## src/rtl/mbist_march_ctrl.sv

```systemverilog
// March C- BIST sequencer: issues ops to a memory with registered wdata and a
// two-stage read path, checks the returned words and records failure status.
module mbist_march_ctrl #(
    parameter int DATA_WIDTH = 8,
    parameter int ADDR_WIDTH = 4,
    parameter int CAPACITY   = 15,
    parameter int CNT_WIDTH  = 8
) (
    input  logic                  clk,
    input  logic                  rst,
    input  logic                  start,
    output logic                  busy,
    output logic                  done,
    output logic                  fail,
    output logic [ADDR_WIDTH-1:0] fail_addr,
    output logic [2:0]            fail_elem,
    output logic [CNT_WIDTH-1:0]  fail_count,
    output logic                  write_read,
    output logic [ADDR_WIDTH-1:0] address,
    output logic [DATA_WIDTH-1:0] wdata,
    input  logic [DATA_WIDTH-1:0] rdata
);

    localparam logic [2:0] ST_IDLE  = 3'd0;
    localparam logic [2:0] ST_PRE   = 3'd1;
    localparam logic [2:0] ST_RUN   = 3'd2;
    localparam logic [2:0] ST_DRAIN = 3'd3;
    localparam logic [2:0] ST_FIN   = 3'd4;

    localparam logic [ADDR_WIDTH-1:0] ADDR_LAST = ADDR_WIDTH'(CAPACITY);
    localparam logic [ADDR_WIDTH-1:0] ADDR_ONE  = ADDR_WIDTH'(1);
    localparam logic [CNT_WIDTH-1:0]  CNT_ONE   = CNT_WIDTH'(1);
    localparam logic [CNT_WIDTH-1:0]  CNT_MAX   = {CNT_WIDTH{1'b1}};
    localparam int PIPE_DEPTH = 3;

    // Elements 1..4 issue a read then a write at each address.
    function automatic logic elem_paired(input logic [2:0] e);
        return (e >= 3'd1) && (e <= 3'd4);
    endfunction

    function automatic logic elem_desc(input logic [2:0] e);
        return (e == 3'd3) || (e == 3'd4);
    endfunction

    function automatic logic op_is_write(input logic [2:0] e, input logic ph);
        return (e == 3'd0) || (elem_paired(e) && ph);
    endfunction

    // Background of an op: written value for writes, expected value for reads.
    function automatic logic op_ones(input logic [2:0] e, input logic ph);
        if (op_is_write(e, ph)) return (e == 3'd1) || (e == 3'd3);
        return (e == 3'd2) || (e == 3'd4);
    endfunction

    logic [2:0]            state_reg;
    logic                  busy_reg, done_reg, fail_reg;
    logic [ADDR_WIDTH-1:0] fail_addr_reg;
    logic [2:0]            fail_elem_reg;
    logic [CNT_WIDTH-1:0]  fail_count_reg;
    logic                  write_read_reg;
    logic [ADDR_WIDTH-1:0] address_reg;
    logic [DATA_WIDTH-1:0] wdata_reg;

    // Op iterator: describes the op to be presented at the next edge.
    logic [2:0]            it_elem_reg, it_elem_next;
    logic [ADDR_WIDTH-1:0] it_addr_reg, it_addr_next;
    logic                  it_phase_reg, it_phase_next;
    logic                  it_end_reg, it_end_next;

    logic                  pipe_valid_reg [PIPE_DEPTH];
    logic [ADDR_WIDTH-1:0] pipe_addr_reg  [PIPE_DEPTH];
    logic [2:0]            pipe_elem_reg  [PIPE_DEPTH];
    logic [DATA_WIDTH-1:0] pipe_exp_reg   [PIPE_DEPTH];

    logic cur_write, cur_ones, next_write, next_ones, at_range_end, miscompare;

    always_comb begin
        it_elem_next  = it_elem_reg;
        it_addr_next  = it_addr_reg;
        it_phase_next = it_phase_reg;
        it_end_next   = it_end_reg;
        at_range_end  = elem_desc(it_elem_reg) ? (it_addr_reg == '0) : (it_addr_reg == ADDR_LAST);
        if (elem_paired(it_elem_reg) && !it_phase_reg) begin
            it_phase_next = 1'b1;
        end else begin
            it_phase_next = 1'b0;
            if (at_range_end) begin
                if (it_elem_reg == 3'd5) begin
                    it_end_next = 1'b1;
                end else begin
                    it_elem_next = it_elem_reg + 3'd1;
                    it_addr_next = elem_desc(it_elem_next) ? ADDR_LAST : '0;
                end
            end else begin
                it_addr_next = elem_desc(it_elem_reg) ? (it_addr_reg - ADDR_ONE) : (it_addr_reg + ADDR_ONE);
            end
        end
    end

    assign cur_write  = op_is_write(it_elem_reg, it_phase_reg);
    assign cur_ones   = op_ones(it_elem_reg, it_phase_reg);
    assign next_write = op_is_write(it_elem_next, it_phase_next);
    assign next_ones  = op_ones(it_elem_next, it_phase_next);
    assign miscompare = pipe_valid_reg[PIPE_DEPTH-1] && (rdata != pipe_exp_reg[PIPE_DEPTH-1]);

    always_ff @(posedge clk or posedge rst) begin
        if (rst) begin
            state_reg      <= ST_IDLE;
            busy_reg       <= 1'b0;
            done_reg       <= 1'b0;
            fail_reg       <= 1'b0;
            fail_addr_reg  <= '0;
            fail_elem_reg  <= '0;
            fail_count_reg <= '0;
            write_read_reg <= 1'b0;
            address_reg    <= '0;
            wdata_reg      <= '0;
            it_elem_reg    <= '0;
            it_addr_reg    <= '0;
            it_phase_reg   <= 1'b0;
            it_end_reg     <= 1'b0;
            for (int i = 0; i < PIPE_DEPTH; i++) begin
                pipe_valid_reg[i] <= 1'b0;
                pipe_addr_reg[i]  <= '0;
                pipe_elem_reg[i]  <= '0;
                pipe_exp_reg[i]   <= '0;
            end
        end else begin
            for (int i = 1; i < PIPE_DEPTH; i++) begin
                pipe_valid_reg[i] <= pipe_valid_reg[i-1];
                pipe_addr_reg[i]  <= pipe_addr_reg[i-1];
                pipe_elem_reg[i]  <= pipe_elem_reg[i-1];
                pipe_exp_reg[i]   <= pipe_exp_reg[i-1];
            end
            pipe_valid_reg[0] <= 1'b0;

            if (miscompare) begin
                fail_reg <= 1'b1;
                if (!fail_reg) begin
                    fail_addr_reg <= pipe_addr_reg[PIPE_DEPTH-1];
                    fail_elem_reg <= pipe_elem_reg[PIPE_DEPTH-1];
                end
                if (fail_count_reg != CNT_MAX) fail_count_reg <= fail_count_reg + CNT_ONE;
            end

            case (state_reg)
                ST_IDLE: begin
                    if (start) begin
                        state_reg      <= ST_PRE;
                        busy_reg       <= 1'b1;
                        done_reg       <= 1'b0;
                        fail_reg       <= 1'b0;
                        fail_addr_reg  <= '0;
                        fail_elem_reg  <= '0;
                        fail_count_reg <= '0;
                        wdata_reg      <= '0;
                        it_elem_reg    <= '0;
                        it_addr_reg    <= '0;
                        it_phase_reg   <= 1'b0;
                        it_end_reg     <= 1'b0;
                    end
                end
                ST_PRE, ST_RUN: begin
                    if (!it_end_reg) begin
                        state_reg         <= ST_RUN;
                        write_read_reg    <= cur_write;
                        address_reg       <= it_addr_reg;
                        pipe_valid_reg[0] <= !cur_write;
                        pipe_addr_reg[0]  <= it_addr_reg;
                        pipe_elem_reg[0]  <= it_elem_reg;
                        pipe_exp_reg[0]   <= {DATA_WIDTH{cur_ones}};
                        it_elem_reg       <= it_elem_next;
                        it_addr_reg       <= it_addr_next;
                        it_phase_reg      <= it_phase_next;
                        it_end_reg        <= it_end_next;
                        // wdata runs one op ahead; reads leave it untouched.
                        if (next_write && !it_end_next) wdata_reg <= {DATA_WIDTH{next_ones}};
                    end else begin
                        state_reg      <= ST_DRAIN;
                        write_read_reg <= 1'b0;
                        address_reg    <= '0;
                    end
                end
                ST_DRAIN: begin
                    // Only the oldest stage left: this edge performs the final compare.
                    if (!pipe_valid_reg[0] && !pipe_valid_reg[1]) begin
                        state_reg <= ST_FIN;
                        done_reg  <= 1'b1;
                        busy_reg  <= 1'b0;
                    end
                end
                ST_FIN: state_reg <= ST_IDLE;
                default: state_reg <= ST_IDLE;
            endcase
        end
    end

    assign busy       = busy_reg;
    assign done       = done_reg;
    assign fail       = fail_reg;
    assign fail_addr  = fail_addr_reg;
    assign fail_elem  = fail_elem_reg;
    assign fail_count = fail_count_reg;
    assign write_read = write_read_reg;
    assign address    = address_reg;
    assign wdata      = wdata_reg;

endmodule

```

## config.mk

```make
export PLATFORM = sky130hd
export DESIGN_NAME = mbist_march_ctrl
export DESIGN_NICKNAME = d
export VERILOG_FILES = /design/src/rtl/mbist_march_ctrl.sv
export SDC_FILE = /design/constraint.sdc
export NUM_CORES = 1
export LEC_CHECK = 0
export ABC_CLOCK_PERIOD_IN_PS = 5900
export BUFFER_PORTS_ARGS = -buffer_cell sky130_fd_sc_hd__buf_2
export CAP_MARGIN = 20
export CORE_MARGIN = 2
export CORE_UTILIZATION = 55
export DETAILED_ROUTE_END_ITERATION = 8
export PLACE_DENSITY = 0.77
export SLEW_MARGIN = 20
export SYNTH_ARGS = -nofsm -noshare
export SYNTH_HDL_FRONTEND = slang
export SYNTH_SLANG_ARGS = --single-unit
```

## constraint.sdc

```tcl
create_clock -name clk -period 5.9 [get_ports clk]
set_input_delay 1.18 -clock clk [delete_from_list [all_inputs] [get_ports clk]]
set_output_delay 1.18 -clock clk [all_outputs]
set_load 0.005 [all_outputs]
```

Yosys cells after proc, flatten, opt, wreduce, memory -nomap -nowiden
Index checks and enable logic that the tools add are counted.
- magnitude comparators: 4
- bitwise operators: 1
- add/sub/neg operators: 4
- reduce and logical (&&, ||, !) cells: 35
- mux-type cells: 62
- equality and inequality tests: 23
- operator list (cell ; number):
    $mux W8 ; 7
    $mux W4 ; 12
    $mux W3 ; 11
    $mux W1 ; 24
    $eq A3 B2 Y1 const B ; 7
    $pmux W8 S2 ; 1
    $eq A3 B3 Y1 const B ; 4
    $ne A2 B2 Y1 const B ; 5
    $eq A3 B1 Y1 const B ; 3
    $logic_not A3 Y1 ; 3
    $pmux W3 S3 ; 1
    $add A8 B1 Y8 const B ; 1
    $logic_and A1 B1 Y1 ; 8
    $logic_or A1 B1 Y1 ; 8
    $ne A8 B8 Y1 ; 1
    $ne A8 B8 Y1 const B ; 1
    $pmux W1 S2 ; 4
    $pmux W4 S2 ; 1
    $ge A3 B1 Y1 const B ; 2
    $le A3 B3 Y1 const B ; 2
    $pmux W3 S2 ; 1
    $reduce_and A2 Y1 ; 3
    $reduce_and A3 Y1 ; 2
    $logic_not A1 Y1 ; 5
    11 further kinds ; 12
- word-level logic and storage cells: 155
- output and inout port bits: 31
- flip-flop bits (word level): 70

Depth between registers and ports, before layout
- word-level depth: 14
- mapped depth: 11
- gate-level depth less buffers: 10

Worst setup path after synthesis
No wires, ideal clock.
- path kind: input -> register
- start point: input port rdata[5]
- end point: register fail_count_reg[3], in the netlist fail_count[3]
- cell stages on the path: 6
- setup time: 132 ps
- arrival: 2662 ps
- buffers on the path: 0
- setup slack: 3106 ps
- cell sequence: or4_1 -> o41ai_1 -> a211oi_1 -> nand4_1 -> xor2_1 -> nor2_1
- longest elaborated chain between the ends: 5
- RTL lines (item ; line ; source):
    start, declared ; 21 ; input logic [DATA_WIDTH-1:0] rdata
    $ne A8 B8 Y1 * ; 104 ; assign miscompare = pipe_valid_reg[PIPE_DEPTH-1] && (rdata != pipe_exp_reg[PIPE_DEPTH-1]);
    $logic_and A1 B1 Y1 * ; 104 ;
    $mux W8 * ; 137 ; if (miscompare) begin
    $mux W8 ; 148 ; if (start) begin
    $mux W8 * ; 146 ; case (state_reg)
    end signal, assigned ; 143 ; if (fail_count_reg != CNT_MAX) fail_count_reg <= fail_count_reg + CNT_ONE;
    end, declared ; 59 ; logic [CNT_WIDTH-1:0] fail_count_reg;
Every way passes the cells marked *; elsewhere a longest branch is shown, timed or not.
A chain may end at the register's enable or synchronous reset.

Worst setup path in the final report
- start point: register it_elem_reg[0]
- end point: register wdata_reg[6], in the netlist wdata[6]
- longest elaborated chain between the ends: 14
- elaborated cells on any way between the ends: 39
- classes of those cells: add/sub (1); order compare (4); eq/ne (8); mux (14); reduce/logical (12)
- RTL lines (item ; line ; source):
    start, declared ; 65 ; logic [2:0] it_elem_reg, it_elem_next;
    start signal, assigned ; 172 ; it_elem_reg <= it_elem_next;
    parallel branches: the longest is 14 deep, another holds $add A3 B1 Y3 ; - ;
    end signal, assigned ; 177 ; if (next_write && !it_end_next) wdata_reg <= {DATA_WIDTH{next_ones}};
    end, declared ; 62 ; logic [DATA_WIDTH-1:0] wdata_reg;
Parallel ways; which one is timed is not known. The select of a mux whose other input is x is not followed.

==> results <==
- The flow ran to the end, and the final reports show no timing, DRC or antenna violations.
- The final route contains 2058 vias.
- TritonCTS created 9 clock buffers.
- The synthesized netlist devotes 2.734% of its cell area to XOR and XNOR gates.
- The worst min-delay path category is register to register.
- TritonCTS built the clock tree.
- Global routing used between 10% and 20% of the available tracks across all layers.
- The leakage power is 0.001660 uW.
- The count of state elements after synthesis is 63.
- Counting cells, the worst reg-to-reg path comes to 8.
- The aggregate negative setup slack is 0 ps.
- The complex-gate fraction of the synthesized area is a little under an eighth.
- The dominant register cell in the synthesized netlist is dfrtp_1.
- In this run, distinct cell masters in the synthesized netlist total a little over 50.
- The worst hold path depth is 0.
- Static timing analysis puts the maximum clock frequency at 353.4 MHz.
- The kind of start point of the critical path is a register.
- The initial antenna violation count came to 0.
- The global-route wire length before repair is between 9 and 10 mm.
- The final hold violation count is 0.
- After legalization and detailed placement, the total HPWL measured around 3.5 mm.
- The share of layout cells above drive strength 1 is a little under a quarter.
- The clock arrives with between 7 and 8 ps of skew.
- For the pin with the worst max-slew slack, the measured transition is 1001 ps.
- The number of setup violations in the final report is 0.
- After synthesis, the mean cell area works out to between 10 and 15 um2.
- Of all flip-flops after synthesis, the portion carrying an async set or reset was between 90% and 100%.
- Setup repair after global routing left no endpoint under its margin.
- The die covers 0.005836 mm2.
- Of the post-synthesis cell area, the part taken by muxes is 6.207%.
- Across the run, the number of max-cap violations was 0.
- Once the clock tree was built, the resizer swapped 0 gates to a different size.
- The number of buffers inserted by hold repair at cts is 0.
- The clock latency on the worst-skew pair is 340 ps.
- The largest fanout of any net on the critical path is 11.
- The leftover overflow at the end of global routing is 0.
- The required time reported for the critical path endpoint is around 6100 ps.
- Dividing total power by cell area gives a power density of ~480 mW/mm2.
- Measured along the x axis, the die boundary spans ~76 um.
- The post-CTS setup repair buffer count is 0.
- Dividing the detail-routed wire length by the instance count gives 13.75 um.
- The summed area of non-filler cells in the final layout is between 0.003 and 0.004 mm2.
- The synthesized area is just under 0.003 mm2.
- The count of warnings emitted by yosys is 0.
- The count of port buffers added during placement is slightly above 40.
- The die height is approximately 76 um.
- After synthesis, the largest family of logic cells by area is simple AND/OR/NAND/NOR gates.
- After clock tree synthesis, the clock-pin slew on the worst setup and hold paths is about 70 ps.
- The critical path endpoint category is a register.
- Yosys mapped a number of flops with a built-in enable equal to 0.
- The number of antenna cells inserted is 0.
- After detailed routing, the number of remaining DRC violations is 0.
- The number of slew-limit violations in the final report is 0.
- The placement-stage cell area is between 0.003 and 0.004 mm2.
- The area growth from synthesis to layout is 13.85%.
- The worst slew slack as a fraction of its limit is between 30% and 40%.
- The routed design has roughly 5.2 mm of wire.
- The buffer levels on the longest clock path is 2.
- The cell count after synthesis came out at ~270.
- The number of global-route vias before repair is between 2000 and 2500.
- By startpoint and endpoint, the worst setup path is classified as register to register.
- After Yosys synthesis, and, or, nand and nor cells account for 15.67% of the synthesized area.
- At the end of the flow, the number of nets in the layout was around 330.
- The initialized floorplan defines 26 standard-cell rows.
- Routability-driven placement finished with a final weighted congestion of 0.8188.
- After Yosys synthesis, full adders, half adders and majority gates account for approximately 5.0% of the synthesized area.
- The initial utilization of the core area, before any placement, comes to between 50% and 60%.
- The detailed-routing iteration count for the pre-antenna-repair pass is 4.
- In this run the count of I/O pins placed on the die edge is 42.
- The number of nets in the synthesized netlist is between 200 and 300.
- The cell sitting at the root of the clock tree is a clkbuf_8.
- The average vias per placed instance is 5.416.
- The register-to-register path setup slack is 3070 ps.
- The floorplan core area is between 0.005 and 0.006 mm2.
- The clock period minus final worst setup slack is roughly 2800 ps.
- The count of nets left with antenna violations once routing finished came out at 0.
- The first routing iteration left between 100 and 150 violations.
- The count of H-tree levels built during CTS is 3.
- The share of the Yosys chip area taken by registers is 54.69%.
- The maximum number of pins on one net before global-route repair is 64.
- IR analysis of the VDD net gives a maximum drop of roughly 0.26 mV.
- Data arrives at the worst endpoint at between 3000 and 4000 ps.
- The clock drives between 60 and 70 sinks.
- The design draws 1569 uW.
- The register with the most flip-flops in the layout has 12 of them.
- The worst path uses 47.96% of the clock period.
path summary, 6_finish.rpt:
kind / end / startpoint
worst max-delay path: wdata[6] / it_elem_reg[0]
worst min-delay path: pipe_elem_reg[1] / pipe_elem_reg[4]
worst max register to register: wdata[6] / it_elem_reg[0]
worst min register to register: pipe_elem_reg[1] / pipe_elem_reg[4]
max in group asynchronous: fail_count[6] / rst
min in group asynchronous: state_reg[2] / rst
metrics by stage:
stage,worst slack (ps),util [%],instances,hold slack (ps)
2_1_floorplan,3106,-,267,331.2
3_3_place_gp,2870,61.12,364,331.6
3_5_place_dp,2746,61.22,364,334.7
4_1_cts,3056,64.67,380,356.1
5_1_grt,2765,64.67,380,365.5
6_report,3070,64.67,380,355.4
cells by family after synthesis:
group	after synthesis
simple gates	97
flops	63
compound gates	48
buf+inv	23
mux	16
fa+ha+maj	11
xor+xnor	9
cell usage after synthesis, types with 2 or more instances:
cell type / number / area share [%]
a211oi_1: 4 / 1.0
a21oi_1: 7 / 1.2
a22o_1: 2 / 0.61
a31oi_1: 3 / 0.65
and3_1: 3 / 0.65
buf_4: 7 / 1.8
clkbuf_1: 7 / 0.91
dfrtp_1: 63 / 55
ha_1: 10 / 4.3
inv_1: 7 / 0.91
mux2i_1: 13 / 4.5
nand2_1: 37 / 4.8
nand3_1: 5 / 0.87
nand4_1: 4 / 0.87
nor2_1: 27 / 3.5
nor2b_1: 3 / 0.65
nor3_1: 6 / 1.0
o21a_1: 3 / 0.78
o21ai_0: 15 / 2.6
o41ai_1: 2 / 0.61
or3_1: 2 / 0.43
xnor2_1: 2 / 0.61
xor2_1: 7 / 2.1
power by group:
group,switching (uW),internal [uW]
Combinational,348,229
Sequential,105,560
Clock,165,163
Total,618,952
routing by layer:
metal | vias to the layer above | share of wire, % | global-route usage [%]
li1 | 1008 | - | -
met1 | 1001 | 46 | 24.48
met2 | 39 | 48 | 32.12
met3 | 10 | 4.5 | 6.754
met4 | 0 | 1.4 | 9.091
met5 | - | 0 | 0
critical path, stage by stage (launching register included):
cell and delay (ps):
dfrtp_1 540, inv_1 180, ha_1 290, mux2_2 390, mux2i_4 300, and3_4 270, mux2i_1 320, mux2i_1 120
o41ai_1 310
cells in the final DEF (no fill, tap or decap), types with 4 or more instances in the layout:
master and instances:
a21oi_1 7, nor2_1 27, inv_1 6, clkbuf_8 10, xor2_1 7, nand4_1 4, nor3_1 5, o21ai_0 15
buf_2 41, nand3_1 5, mux2i_1 13, dfrtp_1 63, ha_1 10, a211oi_1 4, nand2_1 37
cell type report:
type | instances | area (um2)
Multi-Input combinational cell | 181 | 1196
Timing Repair Buffer | 43 | 220.2
Inverter | 7 | 26.28
Clock buffer | 11 | 141.4
Clock inverter | 5 | 33.78
Sequential cell | 63 | 1577
Tap cell | 70 | 87.58
Fill cell | 407 | 1793
Power figures use the tool's default switching activity.
